### src/rtl/sensor_debounce.sv
// Four-channel sensor conditioner: synchronise, debounce on a prescaled tick,
// flag validity after the initial window and pulse per-sensor change events.
module sensor_debounce #(
  parameter int unsigned SYNC_STAGES  = 2,
  parameter int unsigned PRESCALE     = 100,
  parameter int unsigned PRESCALE_W   = 7,
  parameter int unsigned DEBOUNCE_CNT = 16,
  parameter int unsigned CNT_W        = 5
) (
  input  logic       clk,
  input  logic       reset,
  input  logic       front_raw,
  input  logic       left_raw,
  input  logic       right_raw,
  input  logic       back_raw,
  output logic       front_sensor,
  output logic       left_sensor,
  output logic       right_sensor,
  output logic       back_sensor,
  output logic       sensor_valid,
  output logic [3:0] sensor_change
);

  localparam int unsigned NS = 4;

  typedef enum logic {S_INIT, S_RUN} state_t;

  state_t                r_state;
  state_t                w_state_nxt;
  logic [NS-1:0]         w_raw;
  logic [NS-1:0]         r_sync [SYNC_STAGES];
  logic [NS-1:0]         w_sn;
  logic [PRESCALE_W-1:0] r_presc;
  logic                  w_tick;
  logic [CNT_W-1:0]      r_init_cnt;
  logic [CNT_W-1:0]      w_init_nxt;
  logic [CNT_W-1:0]      r_cnt [NS];
  logic [CNT_W-1:0]      w_cnt_nxt [NS];
  logic [NS-1:0]         r_stable;
  logic [NS-1:0]         w_stable_nxt;
  logic                  r_valid;
  logic                  w_valid_nxt;
  logic [NS-1:0]         r_change;
  logic [NS-1:0]         w_change_nxt;

  // Bit order {front,left,right,back} matches sensor_change.
  assign w_raw = {front_raw, left_raw, right_raw, back_raw};
  assign w_sn  = r_sync[SYNC_STAGES-1];

  always_ff @(posedge clk or negedge reset) begin
    if (!reset) begin
      for (int i = 0; i < int'(SYNC_STAGES); i++) r_sync[i] <= '0;
    end else begin
      r_sync[0] <= w_raw;
      for (int i = 1; i < int'(SYNC_STAGES); i++) r_sync[i] <= r_sync[i-1];
    end
  end

  // Sample tick: one cycle in every PRESCALE.
  assign w_tick = (r_presc == PRESCALE_W'(PRESCALE - 1));

  always_ff @(posedge clk or negedge reset) begin
    if (!reset) r_presc <= '0;
    else        r_presc <= w_tick ? '0 : r_presc + PRESCALE_W'(1);
  end

  always_ff @(posedge clk or negedge reset) begin
    if (!reset) r_state <= S_INIT;
    else        r_state <= w_state_nxt;
  end

  always_comb begin
    w_state_nxt  = r_state;
    w_init_nxt   = r_init_cnt;
    w_stable_nxt = r_stable;
    w_valid_nxt  = r_valid;
    w_change_nxt = '0;
    for (int i = 0; i < int'(NS); i++) w_cnt_nxt[i] = r_cnt[i];
    case (r_state)
      S_INIT: begin
        for (int i = 0; i < int'(NS); i++) w_cnt_nxt[i] = '0;
        if (w_tick) begin
          // Initial window ends: adopt synchronised levels silently.
          if (r_init_cnt == CNT_W'(DEBOUNCE_CNT - 1)) begin
            w_stable_nxt = w_sn;
            w_valid_nxt  = 1'b1;
            w_init_nxt   = '0;
            w_state_nxt  = S_RUN;
          end else begin
            w_init_nxt = r_init_cnt + CNT_W'(1);
          end
        end
      end
      S_RUN: begin
        for (int i = 0; i < int'(NS); i++) begin
          if (w_sn[i] == r_stable[i]) begin
            w_cnt_nxt[i] = '0;
          end else if (w_tick) begin
            if (r_cnt[i] == CNT_W'(DEBOUNCE_CNT - 1)) begin
              w_stable_nxt[i] = w_sn[i];
              w_cnt_nxt[i]    = '0;
              w_change_nxt[i] = 1'b1;
            end else begin
              w_cnt_nxt[i] = r_cnt[i] + CNT_W'(1);
            end
          end
        end
      end
      default: w_state_nxt = S_INIT;
    endcase
  end

  always_ff @(posedge clk or negedge reset) begin
    if (!reset) begin
      r_init_cnt <= '0;
      r_stable   <= '0;
      r_valid    <= 1'b0;
      r_change   <= '0;
      for (int i = 0; i < int'(NS); i++) r_cnt[i] <= '0;
    end else begin
      r_init_cnt <= w_init_nxt;
      r_stable   <= w_stable_nxt;
      r_valid    <= w_valid_nxt;
      r_change   <= w_change_nxt;
      for (int i = 0; i < int'(NS); i++) r_cnt[i] <= w_cnt_nxt[i];
    end
  end

  assign front_sensor  = r_stable[3];
  assign left_sensor   = r_stable[2];
  assign right_sensor  = r_stable[1];
  assign back_sensor   = r_stable[0];
  assign sensor_valid  = r_valid;
  assign sensor_change = r_change;

endmodule

### config.mk
export PLATFORM = sky130hd
export DESIGN_NAME = sensor_debounce
export DESIGN_NICKNAME = d
export VERILOG_FILES = /design/src/rtl/sensor_debounce.sv
export SDC_FILE = /design/constraint.sdc
export NUM_CORES = 1
export LEC_CHECK = 0
export CORE_MARGIN = 8
export CORE_UTILIZATION = 56
export DETAILED_ROUTE_END_ITERATION = 7
export DONT_BUFFER_PORTS = 1
export GPL_ROUTABILITY_DRIVEN = 0
export GPL_TIMING_DRIVEN = 0
export PLACE_DENSITY = 0.74
export SYNTH_ARGS = -nofsm -noshare
export SYNTH_HDL_FRONTEND = slang
export SYNTH_SLANG_ARGS = --single-unit
### constraint.sdc
create_clock -name clk -period 1.6 [get_ports clk]
set_input_delay 0.08 -clock clk [delete_from_list [all_inputs] [get_ports clk]]
set_output_delay 0.08 -clock clk [all_outputs]
set_load 0.005 [all_outputs]
* Yosys cells after proc, flatten, opt, wreduce, memory -nomap -nowiden
Cells that the tools add are included.
** Storage, ports and cells
- Logic and storage cells :: 99
- Input bits :: 6
- Bits in registers :: 50
- Output and inout port bits :: 9
** Cells by class
- Equal/unequal tests :: 25
- Mux-type cells :: 46
- Bitwise gates (word level) :: 1
- Reductions and logical operators :: 6
- Add/subtract/negate cells :: 6
** Operators by type and width (count)
- 5-bit 2-to-1 mux :: 13
- 20-bit case mux with 2 select lines :: 1
- 1-bit 2-to-1 mux :: 27
- 5-bit by 1-bit adder with 5-bit output, second input constant :: 5
- 5-bit by 4-bit equality test with 1-bit output, second input constant :: 5
- 5-bit AND reduction :: 4
- 4-bit 2-to-1 mux :: 3
- 2-bit != test, second input constant :: 6
- 3-bit by 1-bit != test with 1-bit output, second input constant :: 4
- 2-bit by 1-bit != test with 1-bit output, second input constant :: 5
- 4-bit case mux with 2 select lines :: 1
- 7-bit by 1-bit adder with 7-bit output, second input constant :: 1
- 7-bit equality test, second input constant :: 1
- 7-bit 2-to-1 mux :: 1
- 1-bit equality test :: 4
- 3-bit AND reduction :: 1
- 2-bit AND reduction :: 1
- 1-bit inverter :: 1

* Depth between registers and ports, before layout
Gate-level depths: netlist (run 1).
- Word-level depth :: 5
- Gate-level depth with buffers :: 7
- Gate-level depth less buffers :: 5

* Least setup slack after synthesis (run 1)
OpenSTA, ideal clock, no wires.
- Kind :: flip-flop to flip-flop
- Start point :: register r_presc[0]
- End point :: register r_stable[0]
- Stages on the path, launching flop included :: 7
- Data arrival time :: 1535 ps
- Required time :: 1475 ps
- Clock period less this slack :: 1660 ps
- Setup time :: 125 ps
- Slack :: -60 ps
- Path buffers :: 1
- Cells stage by stage :: dfrtp_1 ha_1 and4bb_4 nand2_4 buf_6 a21oi_1 mux2_2
** Between the ends
- Word-level cells in the longest chain between the ends :: 3
- Elaborated cells between the ends (all ways) :: 4
- Those cells by class :: 3 x eq/ne; 1 x reduce/logical
** Ends and longest elaborated chain
- start, declared :: line 33 : logic [PRESCALE_W-1:0] r_presc;
- start signal, assigned :: line 64 : else r_presc <= w_tick ? '0 : r_presc + PRESCALE_W'(1);
- 7-bit equality test * :: line 60 : assign w_tick = (r_presc == PRESCALE_W'(PRESCALE - 1));
- 2-bit != test (no source line) or 2-bit by 1-bit != test with 1-bit output (tied branches)
- 5-bit AND reduction (no source line) *
- end signal, assigned :: line 122 : r_stable <= w_stable_nxt;
- end, declared :: line 39 : logic [NS-1:0] r_stable;
Every way passes the cells marked *; elsewhere a longest branch is shown, timed or not.
A chain may end at the register's enable or synchronous reset.

* Worst setup path in the final report (run 1)
- Start point :: register r_presc[1]
- End point :: register r_init_cnt[3]
** Between the ends
- Word-level cells in the longest chain between the ends :: 2
** Ends and longest elaborated chain
- 7-bit equality test :: line 60
- 2-bit AND reduction (no source line)
- end signal, assigned :: line 121 : r_init_cnt <= w_init_nxt;
- end, declared :: line 35 : logic [CNT_W-1:0] r_init_cnt;
No other way between the ends.

==> impl_metrics.json, run 1 <==
{
  "dr_wl_met2_um": 2760,
  "synthArstFlopShare_pct": 100.0,
  "post_drt_via_cell_ratio": 6.190,
  "grt_start_max_net_pins": 51,
  "cp-end-kind": "register",
  "outcome": "finished, violations left",
  "worstHoldPathType": "in2async",
  "cp_max_fo": 6,
  "max_cap_viol_count": 0,
  "finalHoldViolCount": 0,
  "cts_tree": "done",
  "htree_levels": 2,
  "maxSlewViolCount": 0,
  "cts_made_buffers": 5,
  "p_leak_nw": 1.207,
  "pin_count": 15,
  "worst_slew_margin_rel_pct": 80.78,
  "synth.most_common_cell": "dfrtp_1",
  "core_um2": 3914,
  "clkLatencyLatePin_ns": 0.30,
  "syn_to_final_growth_pct": 26.46,
  "pwr_density_cell_nw_per_um2": 780.8,
  "wl_per_cell_um": 19.53,
  "fmax_mhz": 614.0,
  "yosysWarnings": 0,
  "finalCriticalPeriod_ns": 1.629,
  "vias": 1690,
  "worst_slack_ns": -0.02877,
  "syn-num-nets": 209,
  "postSynthCellCount": 197,
  "ys_top_cells_by_count": "dfrtp_1 (50), nand3_1 (21), a21oi_1 (16), nand2_1 (16), xor2_1 (10)",
  "startpoint_type": "register",
  "cts.clk_slew.worst_paths_ns": 0.09,
  "syn-cell-area_um2": 2222,
  "rsz0062_at_grt": "true",
  "synth_edf_count": 0,
  "clk_path_buf_depth": 2,
  "holdWs_ns": 0.2780,
  "layoutNonFillerInstCount": 273,
  "portBuffers": 0,
  "dpl.hpwl_um": 2902,
  "synthTopCellsByArea": "dfrtp_1 (56%), nand3_1 (4.7%), xor2_1 (3.9%)",
  "drtIter0Drc": 134,
  "rows": 23,
  "tightest_slew_ns": 0.2876,
  "dr.max_layer_used": "met4",
  "grt_overflow": 0,
  "violations": "negative setup slack",
  "drc": 0,
  "critPathRequiredTime_ns": 1.78,
  "die_w_um": 78.99,
  "final_antenna_net_count": 0,
  "wl_met1_um": 2147,
  "placed_cells": 247,
  "setup_viol": 8,
  "skew_ns": 0.009068,
  "crit_type": "reg2reg",
  "initial_core_util_pct": 56.78,
  "yosysTopAreaCell": "dfrtp_1",
  "arrival_ns": 1.81,
  "wl_um": 5333,
  "yosysTopAreaCellShare_pct": 56.31,
  "period_share_pct": 101.8,
  "peakVddDrop_uv": 581.8,
  "diodes": 0,
  "drive_above_1_share_pct": 25.56,
  "grt_pass1_wl_um": 7790,
  "avgSynthCellArea_um2": 11.28,
  "antenna_found_initial": 0,
  "grt_usage_pct": 15.81,
  "synth-seq-cells": 50,
  "dieArea_um2": 6239,
  "p_total_mw": 2.194,
  "wl_met3_um": 282,
  "final_nets": 234,
  "die_h_um": 78.99,
  "synth_ff_type": "dfrtp_1",
  "root_buffer": "clkbuf_8",
  "seq_area_frac_synth_pct": 56.31,
  "grt_pass1_vias": 1642,
  "firstDrtPassIters": 4,
  "clkSinkCount": 50,
  "ys_types": 34
}
-- logic make-up (layout without fill, tap and decap cells) --
family,Yosys count,in the layout,synth area share [%]
DFF,50,50,56.31
adders and majority gates,6,6,3.378
and+or+nand+nor,82,82,21.23
AOI/OAI and AO/OA,36,36,10.14
xor gates and xnor gates,13,13,5.124
buffers and inverters,6,32,1.801
muxes,4,4,2.027
-- path summary, 6_finish.rpt --
path / from / end / slack (ns) / cells past startpoint
max: r_presc[1] / r_init_cnt[3] / -0.03 / 7
min: reset / r_presc[6] / 0.28 / 2
max reg2reg: r_presc[1] / r_init_cnt[3] / -0.03 / 7
min reg2reg: r_sync[4] / w_sn[0] / 0.35 / 0
max in group asynchronous: reset / r_cnt[13] / 1.10 / 2
min in group clk: right_raw / r_sync[5] / 0.33 / 1
-- repair_timing --
action | in CTS | in global routing
resized for setup | 13 | 41
pin swaps | 5 | 20
buffers inserted | 8 | 2
hold buffers | 6 | 0
gates cloned | 0 | 2
endpoints found under the setup margin | 34 | 28
endpoints found under the hold margin | 54 | 0
-- state kept, by name (all words and copies together) (netlist names) --
signal and count:
r_cnt 20, r_presc 7, r_init_cnt 5, r_stable 4, r_sync 4, sensor_change 4, w_sn 4, r_state 1
sensor_valid 1
-- per-stage QoR --
stage               cell area [um^2]  util [%]  setup TNS, ns  setup WS (ns)
floorplan                       2235         -       -0.02011      -0.005028
global placement                2297     58.70         -2.310        -0.1763
detailed placement              2297     58.70         -2.651        -0.1855
CTS                             2586     66.08      -0.002444      -0.002444
global route                    2810     71.80        -0.7640       -0.08987
finish                          2810     71.80        -0.1164       -0.02877
-- report_power, final --
part	leakage (nW)	total (mW)	switching (mW)	internal (mW)
clock	0.0524	0.871	0.403	0.468
sequential	0.666	1.28	0.00490	1.27
combinational	0.489	0.0457	0.0285	0.0172
total	1.21	2.19	0.436	1.76
-- routing by layer --
| layer | track usage [%] | vias to the layer above |
|---|---|---|
| met5 | 0 | - |
| met4 | 8.333 | 0 |
| met3 | 4.515 | 15 |
| met2 | 25.88 | 55 |
| met1 | 18.43 | 861 |
| li1 | - | 759 |
-- cell usage in the layout, fill, tap and decap left out, drive strengths merged --
master       netlist  routed
a21o               1       1
a21oi             16      16
bufinv             0       1
o41ai              1       1
dfrtp             50      50
nand2             17      17
dlygate4sd3        0       5
nand3             21      21
clkbuf             1      10
nor2b              1       1
o31ai              2       2
nor2               8       8
nand4b             4       4
o21bai             1       1
a41oi              5       5
mux2               4       4
nor3               4       4
buf                5      16
xor2              10      10
and3               2       2
nand2b             2       2
o21a               1       1
nor3b              1       1
ha                 6       6
and4bb             1       1
and2               6       6
a211oi             1       1
or3                8       8
and4b              5       5
xnor2              3       3
o21ai              8       8
and2b              2       2
-- area by class of cell --
type | instances | area [um^2]
tap | 50 | 62.56
timing repair buffer | 18 | 210.2
fill | 271 | 1104
sequential | 50 | 1251
multi-input combinational | 141 | 1107
clock buffer | 7 | 76.32
clock inverter | 1 | 30.03
buffer | 6 | 72.57
-- critical path, stage by stage, from the launching register on --
cell       delay [ns]
dfrtp_1          0.40
ha_4             0.15
and4bb_4         0.27
nand2_4          0.10
clkbuf_16        0.18
buf_12           0.13
o31ai_2          0.18
o31ai_1          0.10
Power figures use the tool's default switching activity.
==> run 2, diff against run 1 <==
GPL_TIMING_DRIVEN = not set   (was 0)
TNS_END_PERCENT = 1   (was not set)
==> run 2 against run 1 <==
Against the previous run: the flow still finishes with violations (negative setup slack); die area unchanged; global-route usage up 0.087 points; clock skew up 0.0013 ns; register-to-register slack worse by 0.04 ns; final cell count up 1.8%; clock power up 5.5%; power up 2.2%; first-iteration DRC count down 8.2%; utilization down 1.3 points; critical endpoint is now r_cnt[11].
==> impl_metrics.json, run 2 (same netlist as run 1, synthesis figures left out) <==
{
  "grt_pass1_vias": 1704,
  "drc": 0,
  "fmax_mhz": 600.7,
  "max_cap_viol_count": 0,
  "pin_count": 15,
  "syn_to_final_growth_pct": 24.10,
  "violations": "negative setup slack",
  "cp_max_fo": 6,
  "die_w_um": 78.99,
  "cts_tree": "done",
  "root_buffer": "clkbuf_8",
  "final_antenna_net_count": 0,
  "placed_cells": 262,
  "arrival_ns": 1.91,
  "final_common_cell": "dfrtp_1",
  "vias": 1653,
  "rsz0062_at_grt": "true",
  "max_stage_delay_ns": 0.41,
  "cts.clk_slew.worst_paths_ns": 0.10,
  "die_h_um": 78.99,
  "startpoint_type": "register",
  "top_register": "r_cnt",
  "cp_slowest_cell": "dfrtp_1",
  "critPathTopFamily": "simple AND/OR/NAND/NOR gates",
  "setup_viol": 17,
  "final_nets": 239,
  "final_area_um2": 2758,
  "grt_overflow": 0,
  "worst_slack_ns": -0.06465,
  "maxSlewViolCount": 0,
  "wl_um": 5034,
  "wl_per_cell_um": 18.11,
  "finalCriticalPeriod_ns": 1.665,
  "clkLatencyLatePin_ns": 0.32,
  "path_common_cell": "buf_6",
  "reg2reg_slack_ns": -0.06,
  "grt_start_max_net_pins": 51,
  "most-common-layout-cells": "dfrtp_1 (50), nand3_1 (20), buf_4 (18)",
  "cp_cell_sequence": "ha_4, and4bb_4, buf_6, and2_4, buf_6, nand3_2, a21oi_2",
  "outcome": "finished, violations left",
  "layoutNonFillerInstCount": 278,
  "initial_core_util_pct": 56.78,
  "p_total_mw": 2.242,
  "worstHoldPathType": "in2async",
  "critPathRequiredTime_ns": 1.84,
  "dieArea_um2": 6239,
  "grt_usage_pct": 15.90,
  "grt_pass1_wl_um": 7893,
  "clkSinkCount": 50,
  "peakVddDrop_uv": 601.3,
  "rows": 23,
  "crit_type": "reg2reg",
  "post-cts-setup-buffers": 0,
  "portBuffers": 0,
  "largest_reg_flops": 20,
  "core_um2": 3914,
  "clk_path_buf_depth": 2,
  "dpl.hpwl_um": 3079,
  "skew_ns": 0.01039,
  "cp-end-kind": "register",
  "antenna_found_initial": 0,
  "htree_levels": 2,
  "drtIter0Drc": 123,
  "pwr_density_cell_nw_per_um2": 813.1,
  "place_area_um2": 2415,
  "p_leak_nw": 1.189,
  "tightest_slew_ns": 0.2657,
  "period_share_pct": 104.0,
  "worst_slew_margin_rel_pct": 82.15,
  "reg_top3": "r_cnt (20), r_presc (7), r_init_cnt (5)",
  "diodes": 0,
  "cts_made_buffers": 5,
  "finalHoldViolCount": 0,
  "firstDrtPassIters": 4,
  "timing.critical_path.buf_inv": 2,
  "post_drt_via_cell_ratio": 5.946,
  "drive_above_1_share_pct": 27.19
}
[run 2: cell count changes in the layout (fill, tap and decap cells not counted), moves of 3 or more]
cell / before / now
buf_4: 8 / 18
a21oi_2: 5 / 10
a21oi_4: 4 / 0
o21ai_0: 2 / 6
nor3_1: 1 / 4
[run 2: worst register-to-register path, cell delays in order, from the launching register on]
cell	delay, ns
dfrtp_1	0.41
ha_4	0.15
and4bb_4	0.36
buf_6	0.12
and2_4	0.18
buf_6	0.13
nand3_2	0.08
a21oi_2	0.15
[run 2: routing by layer]
metal | GRT usage (%) | vias to the layer above | wire length, um
li1 | - | 774 | -
met3 | 5.079 | 11 | 246
met1 | 18.19 | 834 | 2074
met2 | 26.79 | 34 | 2610
met4 | 6.667 | 0 | 102
met5 | 0 | - | 0
[run 2: final cells by class]
| cell class | count | area (um^2) |
|---|---|---|
| sequential | 50 | 1251 |
| clock inverter | 3 | 47.55 |
| clock buffer | 5 | 68.82 |
| multi-input combinational | 143 | 1081 |
| tap | 50 | 62.56 |
| timing repair buffer | 27 | 246.5 |
| fill | 288 | 1156 |
[run 2: final timing paths]
check,cells after the start,end,start
worst max-delay path,7,r_cnt[11],r_presc[0]
worst min-delay path,2,r_cnt[15],reset
worst max register to register,7,r_cnt[11],r_presc[0]
worst min register to register,0,w_sn[3],r_sync[7]
max in group asynchronous,2,r_cnt[12],reset
min in group clk,1,r_sync[5],right_raw
[run 2: power breakdown]
group | internal [mW] | switching (mW)
combinational | 0.0172 | 0.0287
clock | 0.477 | 0.442
sequential | 1.27 | 0.00477
[run 2: through the flow]
step	hold slack [ns]	setup WS, ns	utilization (%)	setup TNS [ns]
2_1_floorplan	-0.2156	-0.005028	-	-0.02011
3_3_place_gp	-0.2140	-0.01799	61.70	-0.05797
3_5_place_dp	-0.2140	-0.1024	61.70	-0.6233
4_1_cts	0.3055	-0.02349	67.52	-0.02349
5_1_grt	0.3074	-0.1250	70.46	-1.603
6_report	0.3004	-0.06465	70.46	-0.4008
[run 2: what timing repair did]
item / in CTS / in global routing
cloned: 0 / 2
pin swaps: 0 / 13
gates resized for setup: 9 / 24
setup endpoints to repair: 18 / 21
endpoints found under the hold margin: 54 / 0
hold buffers: 6 / 0
